## config.mk

```make
export PLATFORM = sky130hd
export DESIGN_NAME = vmem_arbiter
export DESIGN_NICKNAME = d
export VERILOG_FILES = /design/src/rtl/vmem_pkg.sv /design/src/rtl/vmem_wr_fifo.sv /design/src/rtl/vmem_arbiter.sv
export SDC_FILE = /design/constraint.sdc
export NUM_CORES = 1
export LEC_CHECK = 0
export ABC_AREA = 1
export ABC_CLOCK_PERIOD_IN_PS = 3730
export CORE_MARGIN = 10
export CORE_UTILIZATION = 35
export DETAILED_ROUTE_END_ITERATION = 8
export DONT_BUFFER_PORTS = 1
export MAX_ROUTING_LAYER = met4
export PLACE_DENSITY = 0.58
export SETUP_SLACK_MARGIN = 0.05
export SYNTH_ARGS = -nofsm -noshare
export SYNTH_HDL_FRONTEND = slang
export SYNTH_SLANG_ARGS = --single-unit
```

## constraint.sdc

```tcl
create_clock -name clk -period 3.73 [get_ports clk]
set_input_delay 0.746 -clock clk [delete_from_list [all_inputs] [get_ports clk]]
set_output_delay 0.746 -clock clk [all_outputs]
set_load 0.03 [all_outputs]
```

## src/rtl/vmem_pkg.sv

```systemverilog
// Shared types and sizes for the video-RAM arbiter: 19-bit pixel addresses, 4:4:4 pixels,
// and the queued-write entry format.
package vmem_pkg;
    localparam int VMEM_ADDR_W = 19;
    localparam int VMEM_DATA_W = 12;
    localparam int VMEM_SIZE   = 327680;

    typedef logic [VMEM_ADDR_W-1:0] vaddr_t;
    typedef logic [VMEM_DATA_W-1:0] pixel_t;

    typedef struct packed {
        vaddr_t addr;
        pixel_t data;
    } wr_entry_t;

    typedef enum logic [1:0] {
        GNT_IDLE,
        GNT_DISP,
        GNT_DRAIN
    } grant_e;
endpackage

```

## src/rtl/vmem_wr_fifo.sv

```systemverilog
// Small synchronous FIFO of pending pixel writes; head is visible combinationally.
// Push when full and pop when empty are ignored.
module vmem_wr_fifo
    import vmem_pkg::*;
#(
    parameter int DEPTH = 4
) (
    input  logic                   clk,
    input  logic                   rst,
    input  logic                   push,
    input  wr_entry_t              din,
    input  logic                   pop,
    output wr_entry_t              head,
    output logic                   full,
    output logic                   empty,
    output logic [$clog2(DEPTH):0] level
);
    localparam int PW = $clog2(DEPTH);
    localparam logic [PW:0] DEPTH_L = (PW+1)'(DEPTH);

    wr_entry_t     mem [DEPTH];
    logic [PW-1:0] wr_ptr;
    logic [PW-1:0] rd_ptr;
    logic          do_push;
    logic          do_pop;

    assign full    = (level == DEPTH_L);
    assign empty   = (level == '0);
    assign do_push = push && !full;
    assign do_pop  = pop && !empty;
    assign head    = mem[rd_ptr];

    // Contents need no reset: pointers and level define what is valid.
    always_ff @(posedge clk) begin
        if (do_push) mem[wr_ptr] <= din;
    end

    always_ff @(posedge clk) begin
        if (rst) begin
            wr_ptr <= '0;
            rd_ptr <= '0;
            level  <= '0;
        end else begin
            if (do_push) wr_ptr <= wr_ptr + 1'b1;
            if (do_pop)  rd_ptr <= rd_ptr + 1'b1;
            case ({do_push, do_pop})
                2'b10:   level <= level + 1'b1;
                2'b01:   level <= level - 1'b1;
                default: level <= level;
            endcase
        end
    end
endmodule

```

## src/rtl/vmem_arbiter.sv

```systemverilog
// Single-port video RAM arbiter: scan-out reads win every cycle (1-cycle latency),
// buffered pixel writes drain only when scan-out is idle; wr_ready drops when the buffer is full.
module vmem_arbiter #(
    parameter int ADDR_W       = 19,
    parameter int DATA_W       = 12,
    parameter int VMEM_SIZE    = 327680,
    parameter int FIFO_DEPTH   = 4,
    parameter int STARVE_LIMIT = 1024
) (
    input  logic                          clk,
    input  logic                          rst,
    input  logic                          disp_en,
    input  logic [ADDR_W-1:0]             disp_addr,
    output logic [DATA_W-1:0]             disp_data,
    output logic                          disp_valid,
    input  logic                          wr_valid,
    input  logic [ADDR_W-1:0]             wr_addr,
    input  logic [DATA_W-1:0]             wr_data,
    output logic                          wr_ready,
    output logic                          ram_en,
    output logic                          ram_wen,
    output logic [ADDR_W-1:0]             ram_read_addr,
    output logic [ADDR_W-1:0]             ram_write_addr,
    output logic [DATA_W-1:0]             ram_datain,
    input  logic [DATA_W-1:0]             ram_dataout,
    output logic [$clog2(FIFO_DEPTH):0]   fifo_level,
    output logic                          err_oob,
    output logic                          starve,
    input  logic                          clr_err
);
    import vmem_pkg::*;

    localparam int CW = $clog2(STARVE_LIMIT + 1);
    localparam logic [CW-1:0]     STARVE_L = CW'(STARVE_LIMIT);
    localparam logic [ADDR_W-1:0] SIZE_L   = ADDR_W'(VMEM_SIZE);

    grant_e        grant;
    wr_entry_t     din;
    wr_entry_t     head;
    logic          full;
    logic          empty;
    logic          push;
    logic          pop;
    logic          xfer;
    logic          oob;
    logic [CW-1:0] starve_cnt;
    logic [CW-1:0] starve_cnt_nxt;

    always_comb begin
        grant = GNT_IDLE;
        if (!rst) begin
            if (disp_en)     grant = GNT_DISP;
            else if (!empty) grant = GNT_DRAIN;
        end
    end

    always_comb begin
        ram_en         = 1'b0;
        ram_wen        = 1'b0;
        ram_read_addr  = '0;
        ram_write_addr = '0;
        ram_datain     = '0;
        case (grant)
            GNT_DISP: begin
                ram_en        = 1'b1;
                ram_read_addr = disp_addr;
            end
            GNT_DRAIN: begin
                ram_en         = 1'b1;
                ram_wen        = 1'b1;
                ram_write_addr = ADDR_W'(head.addr);
                ram_datain     = DATA_W'(head.data);
            end
            default: ;
        endcase
    end

    assign wr_ready  = !full;
    assign xfer      = wr_valid && wr_ready;
    assign oob       = (wr_addr >= SIZE_L);
    assign push      = xfer && !oob && !rst;
    assign pop       = (grant == GNT_DRAIN);
    assign din.addr  = vaddr_t'(wr_addr);
    assign din.data  = pixel_t'(wr_data);

    vmem_wr_fifo #(.DEPTH(FIFO_DEPTH)) u_fifo (
        .clk   (clk),
        .rst   (rst),
        .push  (push),
        .din   (din),
        .pop   (pop),
        .head  (head),
        .full  (full),
        .empty (empty),
        .level (fifo_level)
    );

    // The RAM's own output register supplies the 1-cycle latency; gate it so idle cycles read 0.
    assign disp_data = disp_valid ? ram_dataout : '0;

    always_comb begin
        starve_cnt_nxt = starve_cnt;
        if (pop)
            starve_cnt_nxt = '0;
        else if (full && disp_en && starve_cnt != STARVE_L)
            starve_cnt_nxt = starve_cnt + 1'b1;
    end

    always_ff @(posedge clk) begin
        if (rst) begin
            disp_valid <= 1'b0;
            err_oob    <= 1'b0;
            starve     <= 1'b0;
            starve_cnt <= '0;
        end else begin
            disp_valid <= (grant == GNT_DISP);
            starve_cnt <= starve_cnt_nxt;
            if (clr_err) begin
                err_oob <= 1'b0;
                starve  <= 1'b0;
            end else begin
                if (xfer && oob)                  err_oob <= 1'b1;
                if (starve_cnt_nxt == STARVE_L)   starve  <= 1'b1;
            end
        end
    end
endmodule
```

=== Word-level counts from Yosys, hierarchy flattened ===
Memories as Yosys holds them, arrays and structs flattened. A register that Yosys moved wholly into a read port is not among the register bits.
Cells that the tools add are included.

* Bitwise gates (word level): 0
* Add/subtract/negate cells: 5
* Shift operators: 0
* Div/mod/pow operators: 0
* Eq/ne operators: 7
* Multipliers: 0
* Reduce and logical (&&, ||, !) cells: 16
* $lt $le $gt $ge: 1
* Mux-type cells: 16

{| class="wikitable"
|+ Operators with widths
! kind !! number
|-
| 19-bit two-way mux || 2
|-
| 12-bit two-way mux || 2
|-
| 11-bit two-way mux || 2
|-
| 19-bit greater-or-equal comparator, second input constant || 1
|-
| 11-bit by 1-bit adder with 11-bit output, second input constant || 1
|-
| 11-bit equality test, second input constant || 1
|-
| 11-bit inequality test, second input constant || 1
|-
| 2-bit two-way mux || 5
|-
| 1-bit logical AND || 8
|-
| 3-bit case mux with 2 select lines || 1
|-
| 2-bit by 1-bit adder with 2-bit output, second input constant || 2
|-
| 2-bit by 1-bit equality test with 1-bit output, second input constant || 2
|-
| 2-bit equality test, second input constant || 2
|-
| 1-bit logical NOT || 4
|-
| 1-bit two-way mux || 4
|-
| 2-bit OR reduction || 2
|-
| 3-bit by 1-bit adder with 3-bit output, second input constant || 1
|-
| 3-bit equality test, second input constant || 1
|-
| 3-bit logical NOT || 1
|-
| 3-bit by 1-bit subtractor with 3-bit output, second input constant || 1
|-
| 2-bit nonzero test || 1
|}

* Output and inout bits: 71
* Memories: 1
* Bits in read-only memories: 0
* Bits in writable memories: 124
* Input bits: 67
* Bits in latches: 0
* Register bits: 21
* Logic and storage cells: 53

{| class="wikitable"
|+ Memory list
! name !! depth !! width !! read ports !! clocked after memory_dff !! write ports !! line !! source
|-
| u_fifo.mem || 4 || 31 || 1 || 1 || 1 || vmem_wr_fifo.sv:21 || <nowiki>wr_entry_t mem [DEPTH];</nowiki>
|}

=== Longest topological paths before layout ===
Gate-level depths: netlist (run 1).

* Depth in word-level cells: 8
* Gate-level depth with buffers: 13
* Mapped depth without buffers: 13

=== By module ===
A second synthesis (run 1) with hierarchy kept.

* Cell total of the unflattened synthesis: 630
* Area total of the unflattened synthesis: 6487.5 sq um

{| class="wikitable"
|+ Modules (own cells, without submodules)
! module !! times used !! sequential area each (sq um) !! cells an instance !! area an instance (sq um)
|-
| vmem_wr_fifo || 1 || 3903.7 || 370 || 5132.4
|-
| vmem_arbiter || 1 || 280.3 || 260 || 1355.0
|}

=== Worst setup path before layout (run 1) ===
OpenSTA, ideal clock, no wires.

* Kind: register to register
* Start: reg u_fifo.level[0]
* End: mem u_fifo.mem[0][0] (netlist name) (enable)
* Buffers on the path: 0
* Setup time: 0.419 ns
* Arrival time: 2.542 ns
* Cell stages (with the launch flop): 5
* Slack: 0.769 ns
* Period minus slack after synthesis: 2.961 ns
* Required time: 3.311 ns
* Cells stage by stage: dfxtp_1 -> nor2_2 -> nand2_1 -> nand4_1 -> nor2_1

* Word-level cells in the longest chain between the ends: 8

{| class="wikitable"
|+ Ends and longest elaborated chain
! element !! line !! source
|-
| start, declared || vmem_wr_fifo.sv:16 || <nowiki>output logic [$clog2(DEPTH):0] level</nowiki>
|-
| start signal, assigned || vmem_wr_fifo.sv:47 || <nowiki>2'b10: level <= level + 1'b1;</nowiki>
|-
| start signal, assigned || vmem_wr_fifo.sv:48 || <nowiki>2'b01: level <= level - 1'b1;</nowiki>
|-
| start signal, assigned || vmem_wr_fifo.sv:49 || <nowiki>default: level <= level;</nowiki>
|-
| 3-bit equality test (*) || vmem_wr_fifo.sv:27 || <nowiki>assign full = (level == DEPTH_L);</nowiki>
|-
| 1-bit logical NOT (*) || vmem_arbiter.sv:78 || <nowiki>assign wr_ready = !full;</nowiki>
|-
| via wr_ready || vmem_arbiter.sv:19 || <nowiki>output logic wr_ready,</nowiki>
|-
| 1-bit logical AND || vmem_arbiter.sv:79 || <nowiki>assign xfer = wr_valid && wr_ready;</nowiki>
|-
| 1-bit logical AND (2 in series) || vmem_arbiter.sv:81 || <nowiki>assign push = xfer && !oob && !rst;</nowiki>
|-
| 1-bit logical AND (*) || vmem_wr_fifo.sv:29 || <nowiki>assign do_push = push && !full;</nowiki>
|-
| 1-bit two-way mux (*) || vmem_wr_fifo.sv:35 || <nowiki>if (do_push) mem[wr_ptr] <= din;</nowiki>
|-
| 1-bit two-way mux (implied by the code) (*) || vmem_wr_fifo.sv:35 ||
|-
| end, declared || vmem_wr_fifo.sv:21 ||
|}

Mark *: on every way through the listed nets, which the timed path passes. The rest lies on a longest branch.

==> results of run 1 <==
synth_stat cells:
| master | instances | share of area (%) |
|---|---|---|
| a21oi_2 | 1 | 0.14 |
| or2_2 | 1 | 0.099 |
| nor2_1 | 177 | 11 |
| nand2_2 | 2 | 0.20 |
| buf_1 | 6 | 0.36 |
| inv_2 | 2 | 0.12 |
| inv_1 | 64 | 3.8 |
| nand3_1 | 19 | 1.5 |
| nand2_1 | 46 | 2.7 |
| o21ai_1 | 6 | 0.48 |
| nand3b_1 | 1 | 0.12 |
| buf_2 | 2 | 0.16 |
| xor2_1 | 1 | 0.14 |
| dfxtp_1 | 23 | 7.3 |
| edfxtp_1 | 124 | 59 |
| o21ai_0 | 65 | 5.2 |
| buf_4 | 1 | 0.12 |
| o21bai_1 | 1 | 0.12 |
| a211oi_1 | 1 | 0.12 |
| nand3_2 | 4 | 0.64 |
| nor2_4 | 1 | 0.18 |
| nand4_1 | 4 | 0.40 |
| nor2_2 | 3 | 0.30 |
| ha_1 | 7 | 1.4 |
| a21oi_1 | 39 | 3.1 |
| nor3_1 | 2 | 0.16 |
| fa_1 | 1 | 0.32 |
| o21a_1 | 1 | 0.12 |
| clkbuf_1 | 18 | 1.1 |
cell families after synthesis:
| group | after synthesis |
|---|---|
| AND/OR/NAND/NOR | 260 |
| flip-flops | 147 |
| AO/OA/AOI/OAI | 114 |
| buffers and inverters | 93 |
| adder cells (fa/ha/maj) | 8 |
| XOR/XNOR | 1 |
cell usage in the layout (no fill, tap or decap), types with 2 or more instances in the layout:
cell,instances
inv_6,4
edfxtp_1,124
o21ai_1,6
nand3_2,4
inv_2,2
inv_1,64
buf_4,42
nand3_1,19
dfxtp_2,2
nand4_1,4
nor2_1,173
clkinv_2,2
ha_1,7
o21ai_0,65
clkinv_4,3
nor3_1,2
nor2_4,5
bufinv_16,2
nand2_2,2
a21oi_1,39
nor2_2,3
clkbuf_16,17
nand2_1,46
dfxtp_1,21
cell type report:
type | count | area [um2] | share of cell area, %
tap | 229 | 287 | 3.87
inverter | 66 | 248 | 3.34
clock inverter | 14 | 154 | 2.08
timing repair buffer | 42 | 315 | 4.26
sequential | 147 | 4190 | 56.5
multi-input combinational | 383 | 1790 | 24.2
clock buffer | 17 | 425 | 5.74
how the worst max path moves through the flow:
stage                                       startpoint                          to  slack (ps)  cells after the start
after global placement                        register               ram_datain[6]        1160                      4
final                                         register           ram_write_addr[0]         750                      5
after CTS                                     register              ram_datain[11]         710                      5
after global routing                          register           ram_write_addr[0]         550                      5
after floorplan           u_fifo.level[0]$_SDFFE_PP0P_  u_fifo.mem[0][0]$_DFFE_PP_         770                      4
after detailed placement                           rst           ram_write_addr[6]        1130                      5
sequential cells by signal, summed over array words and instances (netlist names), named ones only:
register       flops
u_fifo.level       3
u_fifo.mem       124
disp_valid         1
u_fifo.rd_ptr      2
err_oob            1
starve_cnt        11
starve             1
u_fifo.wr_ptr      2
per-layer routing:
metal | vias up | GRT usage, % | wire (um)
met3 | 12 | 4.80 | 1160
met4 | 0 | 3.91 | 142
met5 | - | - | 0
met2 | 112 | 20.8 | 7770
li1 | 2148 | - | -
met1 | 2128 | 14.8 | 6300
where the power goes:
part / internal, mW / switching (mW)
sequential: 1.82 / 0.0244
combinational: 0.0721 / 0.204
clock: 0.990 / 0.659
worst reg2reg max path: stages (launching register included):
cell and delay (ps):
dfxtp_1 630, nor2_2 120, nand2_1 100, nand3_2 230, inv_1 210, ha_1 170
inv_1 70, fa_1 380, a21oi_1 140, o21ai_0 100, o21ai_0 160, a21oi_1 50
==> results by group, run 1 <==
Run status
  – Status: finished clean

Die
  – Die Ht: 154 um
  – Die width: 154 um
  – Starting Density: 35.3%
  – Die area: 0.0238 mm2
  – Row Count: 49
  – Core box area: 0.0178 mm2
  – Ports: 138

Synth
  – Post-synthesis compound-gate area fraction: 9.23%
  – Mux cell area share after synthesis: 0%
  – Synthesis-stage register bit count: 147
  – Post-Synth Adder-Cell Area: 1.71%
  – Post-Syn Area: 0.00630 mm2
  – Simple-gate area share of the yosys netlist: 16.9%
  – Yosys warnings: 0
  – Syn nets: 698
  – Post-Syn Instances: 623
  – Main combinational cell family by area after synthesis: simple AND/OR/NAND/NOR gates
  – Seq/Total Area, Yosys: 66.4%
  – Synthesized area per cell: 10.1 um2
  – Yosys cell types: 29
  – Post-Synth XOR/XNOR Area: 0.139%

Routing
  – First-pass DRT Iterations: 5
  – Drt wl/cell: 17.1 um
  – Vias per cell: 4.90
  – Final wirelength: 15.4 mm
  – Number of remaining DRC errors: 0
  – Initial DRC Count: 295
  – DR vias: 4,400
  – Antenna viol nets, final: 0

Clock tree
  – Post_cts resized: 0
  – TritonCTS clock tree: done
  – H-tree levels: 4
  – Setup bufs post-CTS: 0
  – CTS Sinks: 147
  – Root Buffer: clkbuf_16
  – Clock transition at the registers of the reported paths: 60 ps
  – Clock buffer depth: 2
  – Clk_lat worst skew: 420 ps
  – Hold_buf cts: 0
  – TritonCTS buffer count: 17

Cells and area
  – N_diodes: 0
  – Share of cells above drive strength 1: 13.8%
  – Final instance area: 0.00741 mm2
  – Post-Route Utilization: 41.5%
  – NumNets Final: 732
  – Non-filler cells, final: 898
  – # fillers: 1,654
  – P&R area growth vs syn: 17.6%

Min path
  – Worst min-delay path endpoint: starve_cnt[0]$_SDFF_PP0_
  – Hold depth: 1
  – Hold Crit Start: rst
  – Hold WC Path Type: in -> reg

Placement
  – Place WS: 1130 ps
  – Cells after DPL: 867
  – Placed Area: 0.00683 mm2
  – Placer Congestion: 0.795
  – Port Buffers: 0
  – DP HPWL: 10.2 mm

Setup path
  – Crit-path cells: inv_1 > nor2_1 > o21ai_0 > a21oi_1 > buf_4
  – Crit Reg-Reg Startpoint: u_fifo.level[0]$_SDFFE_PP0P_
  – Critical path buffer and inverter count: 2
  – Cells on worst reg2reg path: 11
  – WS Path Type: reg -> out
  – Startpoint type of the worst setup path: register
  – Crit path largest cell delay: 870 ps
  – Reg-to-reg endpoint: u_fifo.level[2]$_SDFFE_PP0P_
  – Worst Setup End Kind: primary output
  – Required time of the critical path: 2980 ps
  – Arrival @ worst endpoint: 2230 ps
  – Critical Path Slowest Stage Cell: inv_1
  – CP delay by family, top: buffers and inverters
  – Crit Path Max Fanout: 31
  – Flop-to-flop setup slack: 1260 ps

Timing
  – Setup TNS: 0 ps
  – Tcrit/Tclk final: 79.9%
  – Setup Skew: 11.4 ps
  – Final min period: 2980 ps
  – Slew at the pin closest to its max-slew limit: 1230 ps
  – Setup violators final: 0
  – Peak Freq: 336 MHz
  – Final hold vios: 0
  – Hold WS: 397 ps
  – RSZ-0062 raised after global routing: false
  – Slew Limit Fails: 0
  – Slew margin rel.: 18.1%
  – Final setup margin: 750 ps

Flow run
  – Max cap viols: 0

GRT
  – Largest net degree at the start of global routing: 63
  – Global router's overall resource usage: 12.9%
  – Vias in the first global route: 4,358
  – Initial antenna violation count: 0
  – GRT overflow: 0
  – First-pass GRT wire length: 23.7 mm

Power
  – Power Density: 508 mW/mm2
  – Peak ir drop on the vdd network: 0.317 mV
  – P_leak: 2.88 nW
  – Power Total: 3.77 mW
No activity file was read; power rests on OpenSTA's default activity.
==> inputs of run 2 (changes only) <==
--- a/config.mk
+++ b/config.mk
@@ -6,13 +6,13 @@
 export NUM_CORES = 1
 export LEC_CHECK = 0
 export ABC_AREA = 1
-export ABC_CLOCK_PERIOD_IN_PS = 3730
+export ABC_CLOCK_PERIOD_IN_PS = 2530
 export CORE_MARGIN = 10
 export CORE_UTILIZATION = 35
 export DETAILED_ROUTE_END_ITERATION = 8
 export DONT_BUFFER_PORTS = 1
 export MAX_ROUTING_LAYER = met4
-export PLACE_DENSITY = 0.58
+export PLACE_DENSITY = 0.6
 export SETUP_SLACK_MARGIN = 0.05
 export SYNTH_ARGS = -nofsm -noshare
 export SYNTH_HDL_FRONTEND = slang
==> constraint.sdc (replaced) <==
create_clock -name clk -period 2.53 [get_ports clk]
set_input_delay 0.506 -clock clk [delete_from_list [all_inputs] [get_ports clk]]
set_output_delay 0.506 -clock clk [all_outputs]
set_load 0.03 [all_outputs]
==> run 2 against run 1 <==
Combinational power up 65%. Total power up 55%. Flip-flop and latch count unchanged. Cell area up 4.4%. Critical path type unchanged.
==> results by group, run 2 (same netlist as run 1, synthesis figures left out) <==
Run status
  – Status: finished clean

Power
  – P_leak: 3.06 nW (+6.3%)
  – Power Density: 757 mW/mm2 (+49%)
  – Peak ir drop on the vdd network: 0.457 mV (+44%)
  – Power Total: 5.85 mW (+55%)

Timing
  – Final hold vios: 0 (unchanged)
  – Peak Freq: 434 MHz
  – Final min period: 2300 ps
  – Slew at the pin closest to its max-slew limit: 623 ps (-605 ps)
  – Hold WS: 154 ps (-243 ps)
  – Tcrit/Tclk final: 91.1%
  – Setup Skew: 5.53 ps (-5.87 ps)
  – Slew margin rel.: 58.4% (+40 points)
  – Final setup margin: 225 ps (-524 ps)
  – RSZ-0062 raised after global routing: false
  – Slew Limit Fails: 0 (unchanged)
  – Setup violators final: 0 (unchanged)

Die
  – Starting Density: 35.3% (unchanged)
  – Ports: 138 (unchanged)
  – Die width: 154 um (unchanged)
  – Row Count: 49 (unchanged)
  – Core box area: 0.0178 mm2 (unchanged)
  – Die Ht: 154 um (unchanged)
  – Die area: 0.0238 mm2 (unchanged)

Setup path
  – Worst Setup End Kind: primary output
  – Flop-to-flop setup slack: 530 ps (-730 ps)
  – Required time of the critical path: 2020 ps (-960 ps)
  – WS Path Type: reg -> out
  – Arrival @ worst endpoint: 1800 ps (-430 ps)
  – Startpoint type of the worst setup path: register
  – Cells on worst reg2reg path: 11 (unchanged)
  – Reg-to-reg endpoint: u_fifo.level[2]$_SDFFE_PP0P_
  – Crit Reg-Reg Startpoint: u_fifo.level[1]$_SDFFE_PP0P_
  – Crit Path Max Fanout: 24 (-23%)

Placement
  – DP HPWL: 10.9 mm (+7.5%)
  – Cells after DPL: 895 (+3.2%)
  – Placer Congestion: 0.914 (+15%)
  – Place WS: 370 ps (-755 ps)
  – Placed Area: 0.00709 mm2 (+3.8%)
  – Port Buffers: 0 (unchanged)

Cells and area
  – NumNets Final: 760 (+3.8%)
  – Most frequent cells in the layout: nor2_1, edfxtp_1, o21ai_0, buf_4, inv_1
  – Share of cells above drive strength 1: 17.0% (+3.3 points)
  – Biggest regs: u_fifo.mem: 124 flops, starve_cnt: 11 flops, u_fifo.level: 3 flops
  – Max reg flops: 124 (unchanged)
  – # fillers: 1,649 (-0.30%)
  – Commonest non-fill, non-tap cell in the layout: nor2_1
  – Biggest register: u_fifo.mem
  – P&R area growth vs syn: 22.8%
  – Non-filler cells, final: 927 (+3.2%)
  – Final instance area: 0.00774 mm2 (+4.4%)
  – N_diodes: 0 (unchanged)

Min path
  – Hold depth: 1 (unchanged)
  – Worst min-delay path endpoint: starve_cnt[4]$_SDFF_PP0_
  – Hold Crit Start: rst
  – Hold WC Path Type: in -> reg

GRT
  – Largest net degree at the start of global routing: 44 (-30%)
  – First-pass GRT wire length: 24.5 mm (+3.3%)
  – GRT overflow: 0 (unchanged)
  – Initial antenna violation count: 0 (unchanged)
  – Vias in the first global route: 4,621 (+6.0%)
  – Global router's overall resource usage: 13.2% (+0.31 points)

Clock tree
  – Clock transition at the registers of the reported paths: 60 ps (about the same)
  – H-tree levels: 4 (unchanged)
  – Clock buffer depth: 2 (unchanged)
  – Setup bufs post-CTS: 0 (unchanged)
  – Clk_lat worst skew: 420 ps (about the same)
  – TritonCTS buffer count: 17 (unchanged)
  – CTS Sinks: 147 (unchanged)
  – TritonCTS clock tree: done
  – Root Buffer: clkbuf_16

Routing
  – Antenna viol nets, final: 0 (unchanged)
  – Initial DRC Count: 402 (+36%)
  – Final wirelength: 15.5 mm (+0.85%)
  – First-pass DRT Iterations: 4 (-1)
  – Number of remaining DRC errors: 0 (unchanged)
  – DR vias: 4,428 (+0.64%)
  – Drt wl/cell: 16.7 um (-2.3%)
  – Vias per cell: 4.78 (-2.5%)

Flow run
  – Max cap viols: 0 (unchanged)
-- run 2: worst max path at each step --
stage	end	from
6_report	ram_datain[3]	register
5_1_grt	ram_datain[4]	register
4_1_cts	ram_write_addr[4]	register
3_5_place_dp	u_fifo.level[2]$_SDFFE_PP0P_	rst
3_3_place_gp	u_fifo.level[2]$_SDFFE_PP0P_	rst
2_1_floorplan	u_fifo.mem[0][0]$_DFFE_PP_	u_fifo.level[0]$_SDFFE_PP0P_
-- run 2: final cells by class --
cell class / instances / area (um2) / share of cell area [%]
clock inverters: 13 / 209 / 2.70
inverters: 66 / 250 / 3.23
repair buffers: 70 / 579 / 7.49
well taps: 229 / 287 / 3.70
flip-flops and latches: 147 / 4190 / 54.1
clock buffers: 19 / 433 / 5.60
multi-input cells: 383 / 1790 / 23.2
-- run 2: where the power goes --
group | internal [mW] | switching, mW | total [mW]
registers | 2.68 | 0.0228 | 2.70
logic | 0.138 | 0.318 | 0.456
clock network | 1.75 | 0.948 | 2.70
-- run 2: critical path, cell delays in order (launching register included) --
cell and delay (ps):
dfxtp_2 370, buf_4 280, nor2_1 90, nor2_1 100
o21ai_0 90, a21oi_1 250, buf_4 210
-- run 2: through the flow --
step	util, %	TNS [ps]
detailed placement	39.7	0
global placement	39.7	0
CTS	43.3	0
global route	43.4	0
floorplan	-	-53460
finish	43.4	0
-- run 2: layer usage --
layer | share of wire, % | vias to the layer above | track usage [%]
met5 | 0 | - | -
met4 | 0.75 | 0 | 4.59
met3 | 7.9 | 13 | 5.07
met2 | 53 | 122 | 22.5
met1 | 39 | 2088 | 13.8
li1 | - | 2205 | -
-- run 2: repair_timing --
item,4_1_cts,5_1_grt
resized for setup,0,3
endpoints found under the setup margin,0,10
hold buffers,0,0
==> inputs of run 3 (changes only) <==
--- a/config.mk
+++ b/config.mk
@@ -6,14 +6,15 @@
 export NUM_CORES = 1
 export LEC_CHECK = 0
 export ABC_AREA = 1
-export ABC_CLOCK_PERIOD_IN_PS = 2530
+export ABC_CLOCK_PERIOD_IN_PS = 2200
 export CORE_MARGIN = 10
 export CORE_UTILIZATION = 35
 export DETAILED_ROUTE_END_ITERATION = 8
 export DONT_BUFFER_PORTS = 1
 export MAX_ROUTING_LAYER = met4
-export PLACE_DENSITY = 0.6
+export PLACE_DENSITY = 0.58
 export SETUP_SLACK_MARGIN = 0.05
 export SYNTH_ARGS = -nofsm -noshare
 export SYNTH_HDL_FRONTEND = slang
+export SYNTH_HIERARCHICAL = 1
 export SYNTH_SLANG_ARGS = --single-unit
==> constraint.sdc (replaced) <==
create_clock -name clk -period 2.2 [get_ports clk]
set_input_delay 0.44 -clock clk [delete_from_list [all_inputs] [get_ports clk]]
set_output_delay 0.44 -clock clk [all_outputs]
set_load 0.03 [all_outputs]
==> run 3 against run 2 <==
The run now ends with negative setup slack left. Utilization up 1.9 points. Cell count down 0.76%. Flip-flop and latch count unchanged. Largest power group unchanged. Clock skew up 2.6 ps. Global-route usage down 0.15 points. Die area up 2.6%. Register-to-register slack worse by 390 ps. Total power up 12%. Synthesized area up 3.0%. Non-clock buffer count down 14. First-iteration DRC count down 26%.
==> results by group, run 3 <==
Die
  – Core box area: 0.0181 mm2 (+1.4%)
  – Die area: 0.0244 mm2 (+2.6%)
  – Ports: 138 (unchanged)
  – Row Count: 49 (unchanged)
  – Die width: 156 um (+1.3%)
  – Starting Density: 35.9% (+0.55 points)
  – Die Ht: 156 um (+1.3%)

Cells and area
  – Final instance area: 0.00818 mm2 (+5.7%)
  – Biggest regs: u_fifo/mem: 124 flops, starve_cnt: 11 flops, u_fifo/level: 3 flops
  – Commonest non-fill, non-tap cell in the layout: edfxtp_1
  – Biggest register: u_fifo/mem
  – Post-Route Utilization: 45.2% (+1.9 points)
  – # fillers: 1,608 (-2.5%)
  – Most frequent cells in the layout: edfxtp_1, nor2_1, inv_1
  – Max reg flops: 124 (unchanged)
  – NumNets Final: 753 (-0.92%)
  – Share of cells above drive strength 1: 22.7% (+5.7 points)
  – P&R area growth vs syn: 26.1%
  – N_diodes: 0 (unchanged)

Run status
  – Status: complete, but fails checks
  – Violations in the final reports: negative setup slack

Min path
  – Hold WC Path Type: in -> reg

Clock tree
  – Clock transition at the registers of the reported paths: 60 ps (about the same)
  – TritonCTS buffer count: 17 (unchanged)
  – Clock buffer depth: 2 (unchanged)
  – TritonCTS clock tree: done
  – H-tree levels: 4 (unchanged)
  – Clk_lat worst skew: 420 ps (about the same)
  – Root Buffer: clkbuf_16
  – CTS Sinks: 147 (unchanged)

Power
  – Power Total: 6.57 mW (+12%)
  – Peak ir drop on the vdd network: 0.500 mV (+9.5%)
  – Power Density: 804 mW/mm2 (+6.2%)
  – P_leak: 3.22 nW (+5.1%)

GRT
  – Global router's overall resource usage: 13.1% (-0.15 points)
  – Vias in the first global route: 4,676 (+1.2%)
  – Largest net degree at the start of global routing: 63 (+43%)
  – Initial antenna violation count: 0 (unchanged)
  – GRT overflow: 0 (unchanged)
  – First-pass GRT wire length: 24.3 mm (-0.62%)

Flow run
  – Max cap viols: 0 (unchanged)

Setup path
  – Required time of the critical path: 1760 ps (-260 ps)
  – Startpoint type of the worst setup path: register
  – Crit Path Max Fanout: 6 (-75%)
  – Worst Setup End Kind: primary output
  – WS Path Type: reg -> out
  – Arrival @ worst endpoint: 1760 ps (-40 ps)

Synth
  – Yosys warnings: 6 (+6)
  – Synthesis-stage register bit count: 147 (unchanged)
  – Most instantiated cells after synthesis: nor2_1, edfxtp_1, inv_1, nand2_1, o21ai_1
  – Most frequent cell after synthesis: nor2_1
  – Post-Syn Instances: 630 (+1.1%)
  – Post-synth EDFFs: 124 (unchanged)
  – Post-Syn Area: 0.00649 mm2 (+3.0%)
  – Yosys top cell by area: edfxtp_1
  – Yosys cell types: 34 (+17%)
  – Seq/Total Area, Yosys: 64.5% (-1.9 points)
  – FFs w/ async S/R, synth: 0% (unchanged)
  – Predominant post-synthesis flop cell: edfxtp_1
  – Synthesized area per cell: 10.3 um2 (+1.8%)
  – Syn nets: 705 (+1.0%)
  – Top cells by area, synth: edfxtp_1, nor2_1, dfxtp_1, inv_1, o22ai_1
  – Synth top area share: 57.4% (-1.7 points)

Timing
  – RSZ-0062 raised after global routing: true
  – Slew margin rel.: 61.3% (+2.9 points)
  – Peak Freq: 454 MHz
  – Slew at the pin closest to its max-slew limit: 580 ps (-42.7 ps)
  – Setup Skew: 8.14 ps (+2.60 ps)
  – Slew Limit Fails: 0 (unchanged)
  – Tcrit/Tclk final: 100%
  – Final setup margin: -4.16 ps (-230 ps)
  – Final hold vios: 0 (unchanged)
  – Final min period: 2200 ps
  – Setup violators final: 1 (+1)

Routing
  – Initial DRC Count: 299 (-26%)
  – Vias per cell: 4.91 (+2.8%)
  – DR vias: 4,516 (+2.0%)
  – Antenna viol nets, final: 0 (unchanged)
  – Final wirelength: 16.4 mm (+5.7%)
  – First-pass DRT Iterations: 5 (+1)
  – Drt wl/cell: 17.8 um (+6.5%)
  – Number of remaining DRC errors: 0 (unchanged)

Placement
  – Placer Congestion: 0.849 (-7.1%)
  – Port Buffers: 0 (unchanged)
  – DP HPWL: 10.3 mm (-5.4%)
  – Placed Area: 0.00728 mm2 (+2.8%)
[run 3: cell count changes after synthesis, moves of 5 or more]
cell,previous run,this run
buf_2,2,7
o21ai_1,6,37
nor2_1,177,148
inv_1,64,98
buf_6,0,10
a21oi_1,39,9
clkbuf_1,18,4
o21ai_0,65,31
o22ai_1,0,31
[run 3: repair_timing]
item,4_1_cts,5_1_grt
endpoints found under the setup margin,32,71
gates resized for setup,6,22
pin swaps,6,21
setup buffers,1,10
cloned,1,5
hold buffers,0,0
[run 3: final timing paths]
path / start / to / slack, ps / depth (start not counted)
worst min-delay path: rst / starve_cnt[10]$_SDFF_PP0_ / 80 / 1
worst max-delay path: register / ram_write_addr[16] / -4 / 6
worst min register to register: u_fifo/rd_ptr[0]$_SDFFE_PP0P_ / u_fifo/rd_ptr[0]$_SDFFE_PP0P_ / 510 / 2
worst max register to register: u_fifo/level[2]$_SDFFE_PP0P_ / u_fifo/level[2]$_SDFFE_PP0P_ / 140 / 16
[run 3: area by class of cell]
| type | count | area, um2 | share of cell area [%] |
|---|---|---|---|
| Sequential cell | 147 | 4200 | 51.4 |
| Multi-Input combinational cell | 354 | 2050 | 25.0 |
| Timing Repair Buffer | 56 | 611 | 7.47 |
| Clock buffer | 20 | 437 | 5.34 |
| Inverter | 102 | 417 | 5.09 |
| Tap cell | 229 | 287 | 3.50 |
| Clock inverter | 12 | 179 | 2.19 |
[run 3: logic make-up after synthesis]
| group | synth area share, % |
|---|---|
| compound gates | 9.51 |
| fa+ha+maj | 1.66 |
| buf+inv | 9.05 |
| flops | 64.5 |
| simple gates | 15.3 |
[run 3: where the power goes]
group / internal (mW) / switching (mW)
logic: 0.143 / 0.310
clock network: 1.90 / 1.13
registers: 3.07 / 0.0218
[run 3: worst max-delay path: stages, from the launching register on]
cell and delay (ps):
dfxtp_4 470, buf_12 150, buf_4 90, o21ai_0 70
o22ai_1 210, inv_1 100, nor2_4 250
[run 3: metrics by stage]
| step | setup slack, ps | TNS, ps | std cells | hold slack (ps) |
|---|---|---|---|---|
| after floorplan | 16.1 | 0 | 630 | 448 |
| after global placement | 210 | 0 | 872 | 473 |
| after detailed placement | 107 | 0 | 872 | 482 |
| after CTS | -63.4 | -685 | 906 | 61.8 |
| after global routing | -89.3 | -1730 | 920 | 61.4 |
| final | -4.16 | -4.16 | 920 | 84.1 |
[run 3: per-layer routing]
layer / global-route usage [%] / share of wire [%]
met5: - / 0
met4: 3.78 / 0.89
met3: 4.58 / 6.6
met2: 22.1 / 51
met1: 14.3 / 42
